### src/rtl/cpu_mux_pkg.sv
// Shared definitions for the datapath source-select / arbitration muxes.
// Mode encodings and a width helper that never returns zero.
package cpu_mux_pkg;

    localparam int MUX_MODE_SEL = 0;
    localparam int MUX_MODE_RR  = 1;

    // A 2-channel mux still needs a 1-bit select, so the result is clamped to 1.
    function automatic int clog2_min1(input int n);
        return (n <= 2) ? 1 : $clog2(n);
    endfunction

endpackage

### src/rtl/mux_skid_buf.sv
// Two-entry valid/ready skid register: a main output register plus one skid slot.
// Ready is a function of registered state and flush only, so it never waits on out_ready.
module mux_skid_buf #(
    parameter int W = 8
) (
    input  logic         clk,
    input  logic         rst_n,
    input  logic         flush,
    input  logic         in_valid,
    output logic         in_ready,
    input  logic [W-1:0] in_data,
    output logic         out_valid,
    input  logic         out_ready,
    output logic [W-1:0] out_data
);

    logic         live;
    logic         main_vld;
    logic         skid_vld;
    logic [W-1:0] main_q;
    logic [W-1:0] skid_q;
    logic         in_fire;
    logic         out_fire;

    // live keeps ready low while reset is asserted and for the first edge after release.
    assign in_ready  = live && !skid_vld && !flush;
    assign out_valid = main_vld;
    assign out_data  = main_q;
    assign in_fire   = in_valid && in_ready;
    assign out_fire  = main_vld && out_ready;

    always_ff @(posedge clk or negedge rst_n) begin
        if (!rst_n) begin
            live     <= 1'b0;
            main_vld <= 1'b0;
            skid_vld <= 1'b0;
            // NOTE: the data registers are reset too, because out_data must read 0 out of reset.
            main_q   <= '0;
            skid_q   <= '0;
        end else begin
            // NOTE: all state here uses <= so every register samples pre-edge values.
            live <= 1'b1;
            if (flush) begin
                main_vld <= 1'b0;
                skid_vld <= 1'b0;
            end else if (skid_vld) begin
                if (out_fire) begin
                    main_q   <= skid_q;
                    skid_vld <= 1'b0;
                end
            end else if (in_fire) begin
                if (!main_vld || out_fire) begin
                    main_q   <= in_data;
                    main_vld <= 1'b1;
                end else begin
                    skid_q   <= in_data;
                    skid_vld <= 1'b1;
                end
            end else if (out_fire) begin
                main_vld <= 1'b0;
            end
        end
    end

endmodule

### src/rtl/mux_n_reg.sv
// N-channel registered word mux with valid/ready on every port.
// Grant comes from sel (MODE 0) or a round-robin search (MODE 1); output sits in a skid buffer.
module mux_n_reg
    import cpu_mux_pkg::*;
#(
    parameter int WIDTH = 32,
    parameter int NCH   = 4,
    parameter int MODE  = MUX_MODE_SEL,
    parameter int SELW  = clog2_min1(NCH)
) (
    input  logic                 clk,
    input  logic                 rst_n,
    input  logic                 flush,
    input  logic [NCH*WIDTH-1:0] in_data,
    input  logic [NCH-1:0]       in_valid,
    output logic [NCH-1:0]       in_ready,
    input  logic [SELW-1:0]      sel,
    output logic [WIDTH-1:0]     out_data,
    output logic [SELW-1:0]      out_ch,
    output logic                 out_valid,
    input  logic                 out_ready
);

    logic [WIDTH-1:0]      ch_data [NCH];
    logic [SELW-1:0]       ptr;
    logic [SELW-1:0]       gnt;
    logic                  gnt_vld;
    logic                  buf_ready;
    logic                  push;
    logic                  accept;
    logic [SELW+WIDTH-1:0] buf_out;

    for (genvar k = 0; k < NCH; k++) begin : g_unpack
        assign ch_data[k] = in_data[k*WIDTH +: WIDTH];
    end

    always_comb begin
        // NOTE: defaults first, so no path through this block can infer a latch.
        gnt     = '0;
        gnt_vld = 1'b0;
        if (MODE == MUX_MODE_RR) begin
            for (int i = 0; i < NCH; i++) begin
                int              s;
                logic [SELW-1:0] idx;
                s = int'(ptr) + i;
                if (s >= NCH) s = s - NCH;
                idx = SELW'(s);
                if (!gnt_vld && in_valid[idx]) begin
                    gnt     = idx;
                    gnt_vld = 1'b1;
                end
            end
        end else if (int'(sel) < NCH) begin
            gnt     = sel;
            gnt_vld = 1'b1;
        end
    end

    always_comb begin
        in_ready = '0;
        if (gnt_vld) in_ready[gnt] = buf_ready;
    end

    assign push   = gnt_vld && in_valid[gnt];
    assign accept = push && buf_ready;

    always_ff @(posedge clk or negedge rst_n) begin
        if (!rst_n) begin
            ptr <= '0;
        end else if (flush) begin
            ptr <= '0;
        end else if (MODE == MUX_MODE_RR && accept) begin
            ptr <= (int'(gnt) == NCH - 1) ? '0 : gnt + SELW'(1);
        end
    end

    // Channel index travels with the word so out_ch always names its source.
    mux_skid_buf #(
        .W(SELW + WIDTH)
    ) u_skid (
        .clk      (clk),
        .rst_n    (rst_n),
        .flush    (flush),
        .in_valid (push),
        .in_ready (buf_ready),
        .in_data  ({gnt, ch_data[gnt]}),
        .out_valid(out_valid),
        .out_ready(out_ready),
        .out_data (buf_out)
    );

    assign out_ch   = buf_out[SELW+WIDTH-1:WIDTH];
    assign out_data = buf_out[WIDTH-1:0];

endmodule

### config.mk
export PLATFORM = sky130hd
export DESIGN_NAME = mux_n_reg
export DESIGN_NICKNAME = d
export VERILOG_FILES = /design/src/rtl/cpu_mux_pkg.sv /design/src/rtl/mux_skid_buf.sv /design/src/rtl/mux_n_reg.sv
export SDC_FILE = /design/constraint.sdc
export NUM_CORES = 1
export LEC_CHECK = 0
export BUFFER_PORTS_ARGS = -buffer_cell sky130_fd_sc_hd__buf_2
export CORE_MARGIN = 2
export CORE_UTILIZATION = 52
export DETAILED_ROUTE_END_ITERATION = 8
export MAX_ROUTING_LAYER = met4
export PLACE_DENSITY = 0.89
export SYNTH_ARGS = -nofsm -noshare
export SYNTH_HDL_FRONTEND = slang
export SYNTH_SLANG_ARGS = --single-unit
### constraint.sdc
create_clock -name clk -period 5.8 [get_ports clk]
set_clock_uncertainty 0.15 [all_clocks]
set_input_delay 0.87 -clock clk [delete_from_list [all_inputs] [get_ports clk]]
set_output_delay 0.87 -clock clk [all_outputs]
set_load 0.01 [all_outputs]
; ---- Yosys cells after proc, flatten, opt, wreduce, memory -nomap -nowiden
; Cells that the tools add are included.
[totals]
ff_bits = 71
latch_bits = 0
mem_bits_rw = 0
romBits = 0
inputBits = 138
out_inout_bits = 39
word_cells = 52
mem_count = 0
[classes]
n_addsub = 0
n_mul = 0
n_div = 0
magnitude_cmp = 3
n_eq_ne = 3
shifts = 0
mux = 21
n_bitwise = 5
n_reduce_logical = 15
[ops]
columns = op, n
row1 = $mux 34, 4
row2 = $bmux 32 s2, 1
row3 = $mux 32, 2
row4 = $mux 1, 12
row5 = $reduce_and 4->1, 2
row6 = $logic_and 1x1->1, 5
row7 = $and 4x4->4, 1
row8 = $ne 2x2->1 const B, 2
row9 = $reduce_bool 2->1, 2
row10 = $ge 3x3->1 const B, 1
row11 = $logic_not 1->1, 3
row12 = $lt 2x3->1 const B, 1
row13 = $ne 3x2->1 const B, 1
row14 = $not 1->1, 3
row15 = $not 2->3, 1
row16 = $reduce_and 3->1, 1
row17 = $reduce_bool 3->1, 1
row18 = $bmux 1 s2, 1
row19 = $demux 1 s2, 1
row20 = $ge 2x1->1 const B, 1
row21 = $logic_or 1x1->1, 1

; ---- Longest topological paths before layout
[depth]
depth_word = 7
mapped_depth = 7
ltp_nobuf = 4

; ---- Cells and area by module
; Synthesis repeated with hierarchy kept, for this count alone.
[hier_totals]
hier_cells = 241
area_unflattened_um2 = 3988.8
[modules_own_cells]
columns = mod, instances, cells_per_inst, area_each_um2, seq_area_each_um2
row1 = mux_skid_buf, 1, 196, 3113.0, 1776.7
row2 = mux_n_reg, 1, 45, 875.8, 0.0

; ---- Least setup slack after synthesis
; Ideal clock, no wire load.
[synth_timing]
path_kind = input -> output
from = in sel[0]
to = out in_ready[1]
arrival_ps = 1680
required_ps = 4780
path_slack_ps = 3100
cell_stages = 5
path_buffers = 3
path_cell_list = buf_6 -> buf_4 -> buf_2 -> nand3_1 -> nor2_1
[synth_via]
elab_chain_cells = 5
word_cells_on_any_way = 6
classes_between = 2 x order compare / 2 x mux / 1 x bitwise / 1 x reduce/logical
[synth_lines]
columns = item, line
row1 = "start, declared", mux_n_reg.sv:17  ; input logic [SELW-1:0] sel,
row2 = $lt 2x3->1 (not written as such) or $ge 2x1->1 (tied branches), mux_n_reg.sv:61  ; if (gnt_vld) in_ready[gnt] = buf_ready;
row3 = $logic_and 1x1->1 (not written as such), mux_n_reg.sv:61
row4 = $mux 1 (not written as such), mux_n_reg.sv:61
row5 = $demux 1 s2 (*), mux_n_reg.sv:61
row6 = $and 4x4->4 (no line) (*), n/a
row7 = "end, declared", mux_n_reg.sv:16  ; output logic [NCH-1:0] in_ready,
; Mark *: on every way between the ends. The rest lies on a longest branch, timed or not.

; ---- Worst setup path after layout
[layout_timing]
from = in sel[0]
to = out in_ready[3]
; Same word-level chain as after synthesis.

==> flow_summary.ini <==
[outcome]
status = completed

[global_routing]
grt_usage_pct = 22.94
grt_start_max_net_pins = 72
grt_pass1_wl_um = 15210
antenna_found_initial = 0
grt_pass1_vias = 3235
grt-ovfl-total = 0

[placed_design]
dpl_cell_area_um2 = 5046
place_ws_ns = 2.548
hpwlAfterDp_um = 6802
gp_routability_congestion = 0.7106
io_buffers = 176

[yosys]
synthCells = 328
ys_warn_count = 0
postSynthAreaPerCell_um2 = 12.72
ys_ff_latch = 71
netlist_area_um2 = 4172
synth-edff-count = 0
yosysSeqAreaShare_pct = 42.59
synthesis.nets = 466
synthArstFlopShare_pct = 100.0
synth_cell_type_count = 29
ys.flop_type = dfrtp_1

[critical_path]
critPathCaptureType = primary output
cp_slowest_stage_delay_ns = 0.71
path_cells = buf_4 > buf_4 > nand3_1 > nor2_1 > buf_2
required_ns = 4.78
crit_top_cell = buf_4
critical_path_class = in -> out
cp_slowest_cell = buf_4
cp.arrival_ns = 2.23
start_kind = input port
crit_fanout = 59

[routing]
vias = 3120
drtPass1Iterations = 4
drt_wl_total_um = 9508
drc = 0
routedWlPerCell_um = 15.82
detail_route.vias_per_cell = 5.191
drt_iter0_drc = 97
antenna_left = 0

[floorplanning]
core_um2 = 7767
design.die.area_um2 = 8754
boundaryPins = 177
die_w_um = 93.57
start_util_pct = 53.70
die_y_um = 93.57
rows = 32

[clocking]
clock_latency_ns = 0.34
cts_resized = 0
cts_tree = done
cts_max_level = 3
cts_buffers = 9
clockRootBuffer = clkbuf_8
holdBufCountCts = 0
cts_sinks = 71
cts.clk_slew.worst_paths_ns = 0.07
clock_path_buffers = 2
cts_setup_buffers = 0

[timing]
fin_crit_sh_pct = 56.04
final.setup.tns_ns = 0
finalSetupViolCount = 0
grt_setup_unrepaired = no
slew_headroom_pct = 26.23
drv_slew = 0
hold_violations = 0
min_period_ns = 3.250
setup_ws_ns = 2.550
worst_pin_slew_ns = 1.107
fmax_mhz = 307.7

[layout]
area_delta_synth_final_pct = 25.14
antenna_cells = 0
final_util_pct = 67.20
drive_gt1_share_pct = 49.50
fin_area_um2 = 5220
nets = 632

[job]
maxCapViolCount = 0

[pwr]
irDropWorstVdd_mv = 0.2281
p_per_area_nw_per_um2 = 280.8
leakage_uw = 0.002874

[worst_hold_path]
hold_path_class = reg -> reg
[final timing paths]
kind                                      from                   to  slack, ns  cells after the start
hold reg to reg            u_skid.out_data[19]  u_skid.out_data[19]       0.34                      1
setup / recovery                        sel[0]          in_ready[3]       2.55                      5
max in group asynchronous                rst_n      u_skid.skid_vld       4.39                      1
min in group asynchronous                rst_n  u_skid.out_data[23]       0.48                      1
setup reg to reg               u_skid.skid_vld   u_skid.out_data[0]       2.79                      4
hold / removal             u_skid.out_data[19]  u_skid.out_data[19]       0.34                      1
[worst max-delay path: cells and delay by family]
family        cells  cell delay, ns
buf+inv           3            0.96
simple gates      2            0.35
[sequential cells by signal, indices dropped and copies added, names as in the netlist]
signal            count
u_skid.out_data      34
u_skid.skid_vld       1
u_skid.skid_q        34
u_skid.live           1
u_skid.out_valid      1
[logic make-up after synthesis]
logic type | count (synthesis) | synth area share (%)
AND/OR/NAND/NOR | 17 | 2.190
multiplexers | 177 | 47.48
buffers and inverters | 56 | 6.598
flip-flops | 71 | 42.59
other | 1 | 0.08990
AO/OA/AOI/OAI | 6 | 1.050
[cells in the mapped netlist, types with 2 or more instances]
cell	instances	share of area (%)
buf_1	2	0.18
buf_2	7	0.84
buf_4	4	0.72
buf_6	4	1.1
clkbuf_1	4	0.36
dfrtp_1	71	43
inv_1	34	3.1
mux2_1	21	5.7
mux2_2	36	9.7
mux2i_1	109	26
mux4_2	11	5.9
nand2_1	3	0.27
nand2b_1	2	0.30
nor2_1	2	0.18
nor3_1	2	0.24
o21ai_0	2	0.24
or2_2	2	0.30
[stage by stage]
| stage | hold slack [ns] | total power (µW) | cells |
|---|---|---|---|
| CTS | 0.3420 | 1482 | 601 |
| global placement | 0.3227 | 1104 | 585 |
| global route | 0.3487 | 1565 | 601 |
| detailed placement | 0.3255 | 1128 | 585 |
| finish | 0.3368 | 1466 | 601 |
| floorplan | 0.3140 | 937.3 | 328 |
[power breakdown]
| part | leakage, µW | switching (µW) | internal, µW |
|---|---|---|---|
| registers | 0.000815 | 64.4 | 629 |
| logic | 0.00197 | 205 | 218 |
| clock network | 0.0000918 | 185 | 164 |
| total | 0.00287 | 454 | 1010 |
[final cells by class]
class | instances | area, µm²
Tap cell | 102 | 127.6
Inverter | 34 | 127.6
Fill cell | 605 | 2547
Clock inverter | 6 | 36.28
Sequential cell | 71 | 1778
Timing Repair Buffer | 177 | 893.4
Clock buffer | 10 | 137.6
Multi-Input combinational cell | 201 | 2120
[cells in the final DEF (no fill, tap or decap)]
cell type,netlist,routed
nor3b_1,1,1
nand3_1,1,1
mux2_2,36,36
inv_1,34,34
buf_2,7,174
clkbuf_8,0,10
clkinvlp_4,0,1
and2_1,1,1
mux2_1,21,21
a211oi_1,1,1
nand2_2,1,1
clkinv_2,0,4
nor2_1,2,2
a22oi_2,1,1
mux2i_1,109,109
nor2b_1,1,1
o21ai_0,2,2
dfrtp_1,71,70
mux4_2,11,11
nand2b_1,2,2
nand2_1,3,3
nor3_1,2,2
or2_2,2,3
buf_4,4,3
a31o_2,1,1
dfrtp_2,0,1
conb_1,1,1
clkinv_4,0,1
a21oi_1,1,1
[routing by layer]
metal | GRT usage (%) | part of all wire, %
met4 | 7.609 | 1.2
met1 | 27.02 | 42
met5 | - | 0
met3 | 5.318 | 7.5
met2 | 39.03 | 49
No activity file was read; power rests on OpenSTA's default activity.
